===== src/rtl/poly_mul_sched_if.sv =====
// poly_mul_sched_if: bundles the requester-side and core-side signals of the
// polynomial-core job scheduler.
//   master : the scheduler (drives grants, completion pulses and core commands)
//   slave  : clients plus core controller (drive requests, op codes and core_done)
// Signals:
//   req        - per-requester request level
//   req_op     - 2-bit op code per requester, requester r at [2r+1:2r]
//   core_done  - one-cycle done pulse from the core controller
//   core_conf  - operation selector for the core (1 NTT, 2 PWM, 3 INTT, 0 none)
//   core_start - one-cycle start pulse to the core
//   gnt        - one-hot grant, held for the whole job
//   gnt_id     - index of the granted requester
//   step       - index of the current operation within the job
//   busy       - scheduler not idle
//   job_done   - one-cycle completion pulse to the owning requester
//   job_err    - one-cycle timeout pulse to the owning requester
interface poly_mul_sched_if #(
  parameter int unsigned NREQ = 4,
  parameter int unsigned IDW  = 2
);
  logic [NREQ-1:0]   req;
  logic [2*NREQ-1:0] req_op;
  logic              core_done;
  logic [2:0]        core_conf;
  logic              core_start;
  logic [NREQ-1:0]   gnt;
  logic [IDW-1:0]    gnt_id;
  logic [1:0]        step;
  logic              busy;
  logic [NREQ-1:0]   job_done;
  logic [NREQ-1:0]   job_err;

  modport master (
    input  req, req_op, core_done,
    output core_conf, core_start, gnt, gnt_id, step, busy, job_done, job_err
  );

  modport slave (
    output req, req_op, core_done,
    input  core_conf, core_start, gnt, gnt_id, step, busy, job_done, job_err
  );
endinterface


===== src/rtl/poly_mul_sched.sv =====
// poly_mul_sched: round-robin job scheduler in front of the shared NTT/PWM/INTT
// core controller. Grants the core to one requester at a time, issues one
// conf/start command per core operation of the job, and returns a completion
// or timeout pulse to the owner.
// Ports:
//   clk    - clock, rising edge
//   rst    - synchronous active-high reset
//   bus_io - scheduler side of poly_mul_sched_if (requests, grants, core commands)
// Parameters:
//   NREQ    - number of requesters (2..8)
//   IDW     - requester index width, clog2(NREQ)
//   TIMEOUT - max cycles spent waiting for one core operation (1..2047)
//   GAP_CYC - idle cycles between consecutive operations of one job (>= 1)
module poly_mul_sched #(
  parameter int unsigned NREQ    = 4,
  parameter int unsigned IDW     = 2,
  parameter int unsigned TIMEOUT = 2047,
  parameter int unsigned GAP_CYC = 2
) (
  input  logic             clk,
  input  logic             rst,
  poly_mul_sched_if.master bus_io
);

  typedef enum logic [1:0] {StIdle, StIssue, StWait, StGap} state_e;

  localparam int unsigned     GapW    = (GAP_CYC > 1) ? $clog2(GAP_CYC) : 1;
  localparam logic [GapW-1:0] GapLast = GapW'(GAP_CYC - 1);
  // The watchdog counts from 0 in the first WAIT cycle, so TIMEOUT waiting
  // cycles have elapsed when it holds TIMEOUT-1.
  localparam logic [10:0]     WdLast  = 11'(TIMEOUT - 1);

  state_e            state_q, state_d;
  logic [IDW-1:0]    ptr_q, ptr_d;
  logic [1:0]        op_q, op_d;
  logic [1:0]        step_q, step_d;
  logic [10:0]       wd_q, wd_d;
  logic [GapW-1:0]   gap_q, gap_d;
  logic [NREQ-1:0]   gnt_q, gnt_d;
  logic [IDW-1:0]    gnt_id_q, gnt_id_d;
  logic [2:0]        conf_q, conf_d;
  logic              busy_q, busy_d;
  logic [NREQ-1:0]   job_done_q, job_done_d;
  logic [NREQ-1:0]   job_err_q, job_err_d;

  logic              arb_found;
  logic [IDW-1:0]    arb_idx;
  logic [IDW-1:0]    arb_cand;
  logic [1:0]        arb_op;
  logic              is_last;

  // Op code 00 expands to NTT, PWM, INTT over steps 0..2; the others are single ops.
  function automatic logic [2:0] conf_of(input logic [1:0] op, input logic [1:0] stp);
    if (op == 2'b00) begin
      return {1'b0, stp} + 3'd1;
    end
    return {1'b0, op};
  endfunction

  // Round-robin pick: first active request at or after ptr+1, wrapping at NREQ.
  always_comb begin
    arb_found = 1'b0;
    arb_idx   = '0;
    arb_cand  = '0;
    for (int unsigned i = 1; i <= NREQ; i++) begin
      arb_cand = IDW'((ptr_q + i) % NREQ);
      if (!arb_found && bus_io.req[arb_cand]) begin
        arb_found = 1'b1;
        arb_idx   = arb_cand;
      end
    end
    arb_op = '0;
    for (int unsigned r = 0; r < NREQ; r++) begin
      if (arb_idx == IDW'(r)) begin
        arb_op = bus_io.req_op[2*r +: 2];
      end
    end
  end

  assign is_last = (op_q == 2'b00) ? (step_q == 2'd2) : 1'b1;

  always_comb begin
    state_d    = state_q;
    ptr_d      = ptr_q;
    op_d       = op_q;
    step_d     = step_q;
    wd_d       = wd_q;
    gap_d      = gap_q;
    gnt_d      = gnt_q;
    gnt_id_d   = gnt_id_q;
    conf_d     = conf_q;
    job_done_d = '0;
    job_err_d  = '0;

    unique case (state_q)
      StIdle: begin
        if (arb_found) begin
          state_d  = StIssue;
          gnt_d    = NREQ'(1) << arb_idx;
          gnt_id_d = arb_idx;
          op_d     = arb_op;
          step_d   = 2'd0;
          conf_d   = conf_of(arb_op, 2'd0);
        end
      end
      StIssue: begin
        wd_d    = '0;
        state_d = StWait;
      end
      StWait: begin
        // core_done is tested first so it wins a same-cycle timeout.
        if (bus_io.core_done) begin
          if (is_last) begin
            job_done_d = gnt_q;
            gnt_d      = '0;
            ptr_d      = gnt_id_q;
            step_d     = 2'd0;
            state_d    = StIdle;
          end else begin
            step_d  = step_q + 2'd1;
            gap_d   = '0;
            conf_d  = 3'd0;
            state_d = StGap;
          end
        end else if (wd_q >= WdLast) begin
          job_err_d = gnt_q;
          gnt_d     = '0;
          ptr_d     = gnt_id_q;
          step_d    = 2'd0;
          state_d   = StIdle;
        end else if (wd_q != '1) begin
          wd_d = wd_q + 11'd1;
        end
      end
      StGap: begin
        if (gap_q == GapLast) begin
          conf_d  = conf_of(op_q, step_q);
          state_d = StIssue;
        end else begin
          gap_d = gap_q + GapW'(1);
        end
      end
      default: state_d = StIdle;
    endcase

    busy_d = (state_d != StIdle);
  end

  always_ff @(posedge clk) begin
    if (rst) begin
      state_q    <= StIdle;
      ptr_q      <= IDW'(NREQ - 1);
      op_q       <= '0;
      step_q     <= '0;
      wd_q       <= '0;
      gap_q      <= '0;
      gnt_q      <= '0;
      gnt_id_q   <= '0;
      conf_q     <= '0;
      busy_q     <= 1'b0;
      job_done_q <= '0;
      job_err_q  <= '0;
    end else begin
      state_q    <= state_d;
      ptr_q      <= ptr_d;
      op_q       <= op_d;
      step_q     <= step_d;
      wd_q       <= wd_d;
      gap_q      <= gap_d;
      gnt_q      <= gnt_d;
      gnt_id_q   <= gnt_id_d;
      conf_q     <= conf_d;
      busy_q     <= busy_d;
      job_done_q <= job_done_d;
      job_err_q  <= job_err_d;
    end
  end

  assign bus_io.core_start = (state_q == StIssue);
  assign bus_io.core_conf  = conf_q;
  assign bus_io.gnt        = gnt_q;
  assign bus_io.gnt_id     = gnt_id_q;
  assign bus_io.step       = step_q;
  assign bus_io.busy       = busy_q;
  assign bus_io.job_done   = job_done_q;
  assign bus_io.job_err    = job_err_q;

endmodule


===== src/flat_wrapper.sv =====
// flat-port wrapper written by rule: the top's interface ports become plain ports
module poly_mul_sched_flat 
#(
  parameter int unsigned NREQ    = 4,
  parameter int unsigned IDW     = 2,
  parameter int unsigned TIMEOUT = 2047,
  parameter int unsigned GAP_CYC = 2
)
  (clk, rst, bus_io_req, bus_io_req_op, bus_io_core_done, bus_io_core_conf, bus_io_core_start, bus_io_gnt, bus_io_gnt_id, bus_io_step, bus_io_busy, bus_io_job_done, bus_io_job_err);
  poly_mul_sched_if #(.NREQ(NREQ), .IDW(IDW)) bus_io_i ();
  input  logic clk;
  input  logic rst;
  input wire logic [$bits(bus_io_i.req)-1:0] bus_io_req;
  input wire logic [$bits(bus_io_i.req_op)-1:0] bus_io_req_op;
  input wire logic [$bits(bus_io_i.core_done)-1:0] bus_io_core_done;
  output wire logic [$bits(bus_io_i.core_conf)-1:0] bus_io_core_conf;
  output wire logic [$bits(bus_io_i.core_start)-1:0] bus_io_core_start;
  output wire logic [$bits(bus_io_i.gnt)-1:0] bus_io_gnt;
  output wire logic [$bits(bus_io_i.gnt_id)-1:0] bus_io_gnt_id;
  output wire logic [$bits(bus_io_i.step)-1:0] bus_io_step;
  output wire logic [$bits(bus_io_i.busy)-1:0] bus_io_busy;
  output wire logic [$bits(bus_io_i.job_done)-1:0] bus_io_job_done;
  output wire logic [$bits(bus_io_i.job_err)-1:0] bus_io_job_err;
  assign bus_io_i.req = bus_io_req;
  assign bus_io_i.req_op = bus_io_req_op;
  assign bus_io_i.core_done = bus_io_core_done;
  assign bus_io_core_conf = bus_io_i.core_conf;
  assign bus_io_core_start = bus_io_i.core_start;
  assign bus_io_gnt = bus_io_i.gnt;
  assign bus_io_gnt_id = bus_io_i.gnt_id;
  assign bus_io_step = bus_io_i.step;
  assign bus_io_busy = bus_io_i.busy;
  assign bus_io_job_done = bus_io_i.job_done;
  assign bus_io_job_err = bus_io_i.job_err;
  poly_mul_sched #(.NREQ(NREQ), .IDW(IDW), .TIMEOUT(TIMEOUT), .GAP_CYC(GAP_CYC)) u_core (.clk(clk), .rst(rst), .bus_io(bus_io_i));
endmodule

===== config.mk =====
export PLATFORM = sky130hd
export DESIGN_NAME = poly_mul_sched_flat
export DESIGN_NICKNAME = d
export VERILOG_FILES = /design/src/rtl/poly_mul_sched_if.sv /design/src/rtl/poly_mul_sched.sv /design/src/flat_wrapper.sv
export SDC_FILE = /design/constraint.sdc
export NUM_CORES = 1
export LEC_CHECK = 0
export ABC_CLOCK_PERIOD_IN_PS = 2300
export CORE_UTILIZATION = 50
export DETAILED_ROUTE_END_ITERATION = 8
export DONT_BUFFER_PORTS = 1
export SLEW_MARGIN = 15
export SYNTH_ARGS = -nofsm -noshare
export SYNTH_HDL_FRONTEND = slang
export SYNTH_SLANG_ARGS = --single-unit

===== constraint.sdc =====
create_clock -name clk -period 2.3 [get_ports clk]
set_clock_uncertainty 0.1 [all_clocks]
set_input_delay 0.46 -clock clk [delete_from_list [all_inputs] [get_ports clk]]
set_output_delay 0.46 -clock clk [all_outputs]
set_load 0.005 [all_outputs]

==> flow_metrics.py <==
metrics = {
    "status": {
        "status": "finished, final reports clean",
    },
    "floorplan": {
        "io_pins": 36,
        "dieHeight_um": 61.3,
        "core_area_sq_mm": 0.00336,
        "die_area_sq_mm": 0.00376,
        "start_util_pct": 52.3,
        "die_w_um": 61.3,
        "fp-row-count": 21,
    },
    "worst_setup_path": {
        "reg2reg_from": "u_core.bus_io.step[0]",
        "critPathRequiredTime_ns": 2.48,
        "crit_start": "u_core.bus_io.step[0]",
        "critPathCaptureType": "flip-flop",
        "rr_worst_depth": 8,
        "worstPathMaxFanout": 5,
        "reg2reg_slack_ns": 0.23,
        "critPathKind": "flip-flop to flip-flop",
        "reg2reg_to": "u_core.bus_io.core_conf[2]",
        "cp_data_arrival_time_ns": 2.26,
        "startpoint_type": "flip-flop",
    },
    "drt": {
        "totalWireLength_um": 3480,
        "highest_layer": "met4",
        "drt-initial-drc-count": 49,
        "postRouteAntennaNets": 0,
        "drt-pass1-iter-count": 4,
        "vias_per_cell": 5.53,
        "route.met2.wl_um": 1550,
        "wl_met3_um": 228,
        "vias": 1389,
        "drc_errors": 0,
        "wl_per_cell_um": 13.9,
        "m1WireLength_um": 1650,
    },
    "logic_synthesis": {
        "netlist_instances": 197,
        "synth.top_cells.by_area": "dfxtp_1 43%, nor2_1 5.8%, mux2i_1 5.1%",
        "synth_area_sq_mm": 0.00176,
        "ys_ff_latch": 38,
        "yosysTopAreaCell": "dfxtp_1",
        "yosys-top-cells-count": "38 x dfxtp_1, 27 x nor2_1, 13 x nand2_1, 12 x a21oi_1",
        "ys_async_sr_fraction_pct": 0,
        "yosysUniqueCellTypes": 46,
        "synth_most_common_cell": "dfxtp_1",
        "synthFlopType": "dfxtp_1",
        "postSynthAreaPerCell_sq_um": 8.92,
        "synth-edff-count": 0,
        "syn-num-nets": 216,
        "synth_top_area_share_pct": 43.3,
        "yosysSeqAreaShare_pct": 43.3,
        "synth-warning-count": 0,
    },
    "min_path": {
        "hold_path.class": "input pin to flip-flop",
        "min_to": "u_core.bus_io.core_conf[1]",
        "min_from": "rst",
        "hold_path_depth": 1,
    },
    "global_routing": {
        "grt_max_degree": 22,
        "grt-ovfl-total": 0,
        "grt_pass1_vias": 1226,
        "antenna_found_initial": 0,
        "grt_usage_pct": 20.2,
        "grt_pass1_wl_um": 5420,
    },
    "place": {
        "place_ws_ns": 0.259,
        "dp_cells": 243,
        "placed_cell_area_sq_mm": 0.00182,
        "globalplace.congestion": 0.782,
        "hpwlAfterDp_um": 2630,
        "numPortBuffers": 0,
    },
    "cells_and_area": {
        "final_area_sq_mm": 0.00194,
        "diodes": 0,
        "drive_above_1_share_pct": 10.2,
        "final_nets": 223,
        "fin_cells": 251,
        "synthToLayoutAreaGrowth_pct": 10.2,
        "fin_util_pct": 57.6,
    },
    "sta": {
        "slew_viol_final": 0,
        "min_period_ns": 2.07,
        "worst_pin_slew_ns": 0.446,
        "period_share_pct": 90.1,
        "whs_ns": 0.0640,
        "finalSetupTns_ns": 0,
        "final-hold-violation-count": 0,
        "setup_ws_ns": 0.227,
        "rsz0062_at_grt": "no",
        "finalSetupViolCount": 0,
        "maxSlewHeadroom_pct": 70.2,
        "fmaxAchievable_ghz": 0.482,
    },
    "pwr": {
        "p_leak_nw": 0.756,
        "peakVddDrop_mv": 0.499,
        "p_total_mw": 1.54,
        "power.share.clock_pct": 37.9,
        "powerDensity_mw_per_mm2": 793,
        "internal_power_mw": 1.16,
        "switching_share_pct": 24.6,
        "switchingPower_mw": 0.378,
        "pwr-share-seq_pct": 47.9,
        "combPwrFrac_pct": 14.2,
    },
    "clocking": {
        "cts_root_buffer": "clkbuf_4",
        "clk-insertion-delay-late_ns": 0.34,
        "cts_buffer_depth": 2,
        "cts_num_sinks": 38,
        "htreeDepth": 2,
        "post_cts_buffers": 0,
        "cts_tree": "yes",
        "clk_pin_slew_worst_paths_ns": 0.11,
        "cts-buffers-inserted": 5,
    },
    "run": {
        "drv_cap": 0,
    },
}
[layout by cell type (no fill, tap or decap), drive strengths merged, types with 3 or more instances in the layout]
cell and instances:
dfxtp 38, nor2 27, nand2 13, a21oi 12, and2 10, mux2i 9
o21ai 9, nand2b 8, inv 6, nand4 6, xor2 6, buf 6
clkbuf 6, nor3 5, ha 4, or3 3, nand3 3, and3 3
[worst max-delay path: stages, from the launching register on]
cell      delay [ns]
dfxtp_1         0.35
inv_1           0.05
ha_1            0.20
nor3_1          0.22
nand2_1         0.11
o21ai_1         0.23
a21boi_2        0.14
or4_1           0.47
a21oi_1         0.15
[power by group through the flow]
stage	combinational [mW]	sequential [mW]	clock (mW)
2_1_floorplan	0.185	0.736	0
3_3_place_gp	0.211	0.750	0
3_5_place_dp	0.215	0.751	0
4_1_cts	0.217	0.736	0.595
5_1_grt	0.241	0.742	0.623
6_report	0.218	0.737	0.582
[routing by layer]
| layer | vias up | GRT usage (%) |
|---|---|---|
| met2 | 35 | 28.9 |
| met3 | 8 | 8.19 |
| met5 | - | 0 |
| met4 | 0 | 8.77 |
| li1 | 703 | - |
| met1 | 643 | 26.6 |
[worst max path at each step]
stage                                 endpoint  slack (ns)  cells after the start
floorplan           u_core.bus_io.core_conf[2]        0.38                      8
global placement    u_core.bus_io.core_conf[2]        0.31                      8
detailed placement  u_core.bus_io.core_conf[2]        0.26                      8
CTS                 u_core.bus_io.core_conf[2]        0.22                      8
global route                    u_core.wd_q[9]      0.0007                      7
finish              u_core.bus_io.core_conf[2]        0.23                      8
[sequential cells by signal, summed over array words and instances (netlist names)]
name and cells:
u_core.bus_io.busy 1, u_core.bus_io.core_conf 3, u_core.bus_io.gnt 4, u_core.bus_io.gnt_id 2, u_core.bus_io.job_done 4, u_core.bus_io.job_err 4, u_core.bus_io.step 2, u_core.gap_q 1
u_core.op_q 2, u_core.ptr_q 2, u_core.state_q 2, u_core.wd_q 11
[timing repair]
action / CTS / global route
setup endpoints to repair: 0 / 2
resized for setup: 0 / 1
hold buffers: 0 / 0
[cell type report]
type | instances | area [sq um]
well taps | 46 | 57.6
inverters | 6 | 22.5
flip-flops and latches | 38 | 761
fillers | 337 | 1430
clock buffers | 6 | 51.3
multi-input cells | 147 | 941
clock inverters | 2 | 60.1
repair buffers | 6 | 45.0
[logic make-up (layout without fill, tap and decap cells)]
group	count (synthesis)	count (layout)	synth area share [%]
AND/OR/NAND/NOR	87	87	25.4
AO/OA/AOI/OAI	40	40	16.3
flip-flops	38	38	43.3
buffers and inverters	12	20	3.42
multiplexers	10	10	5.77
XOR/XNOR	6	6	2.99
adder cells (fa/ha/maj)	4	4	2.85
No activity file was read; power rests on OpenSTA's default activity.
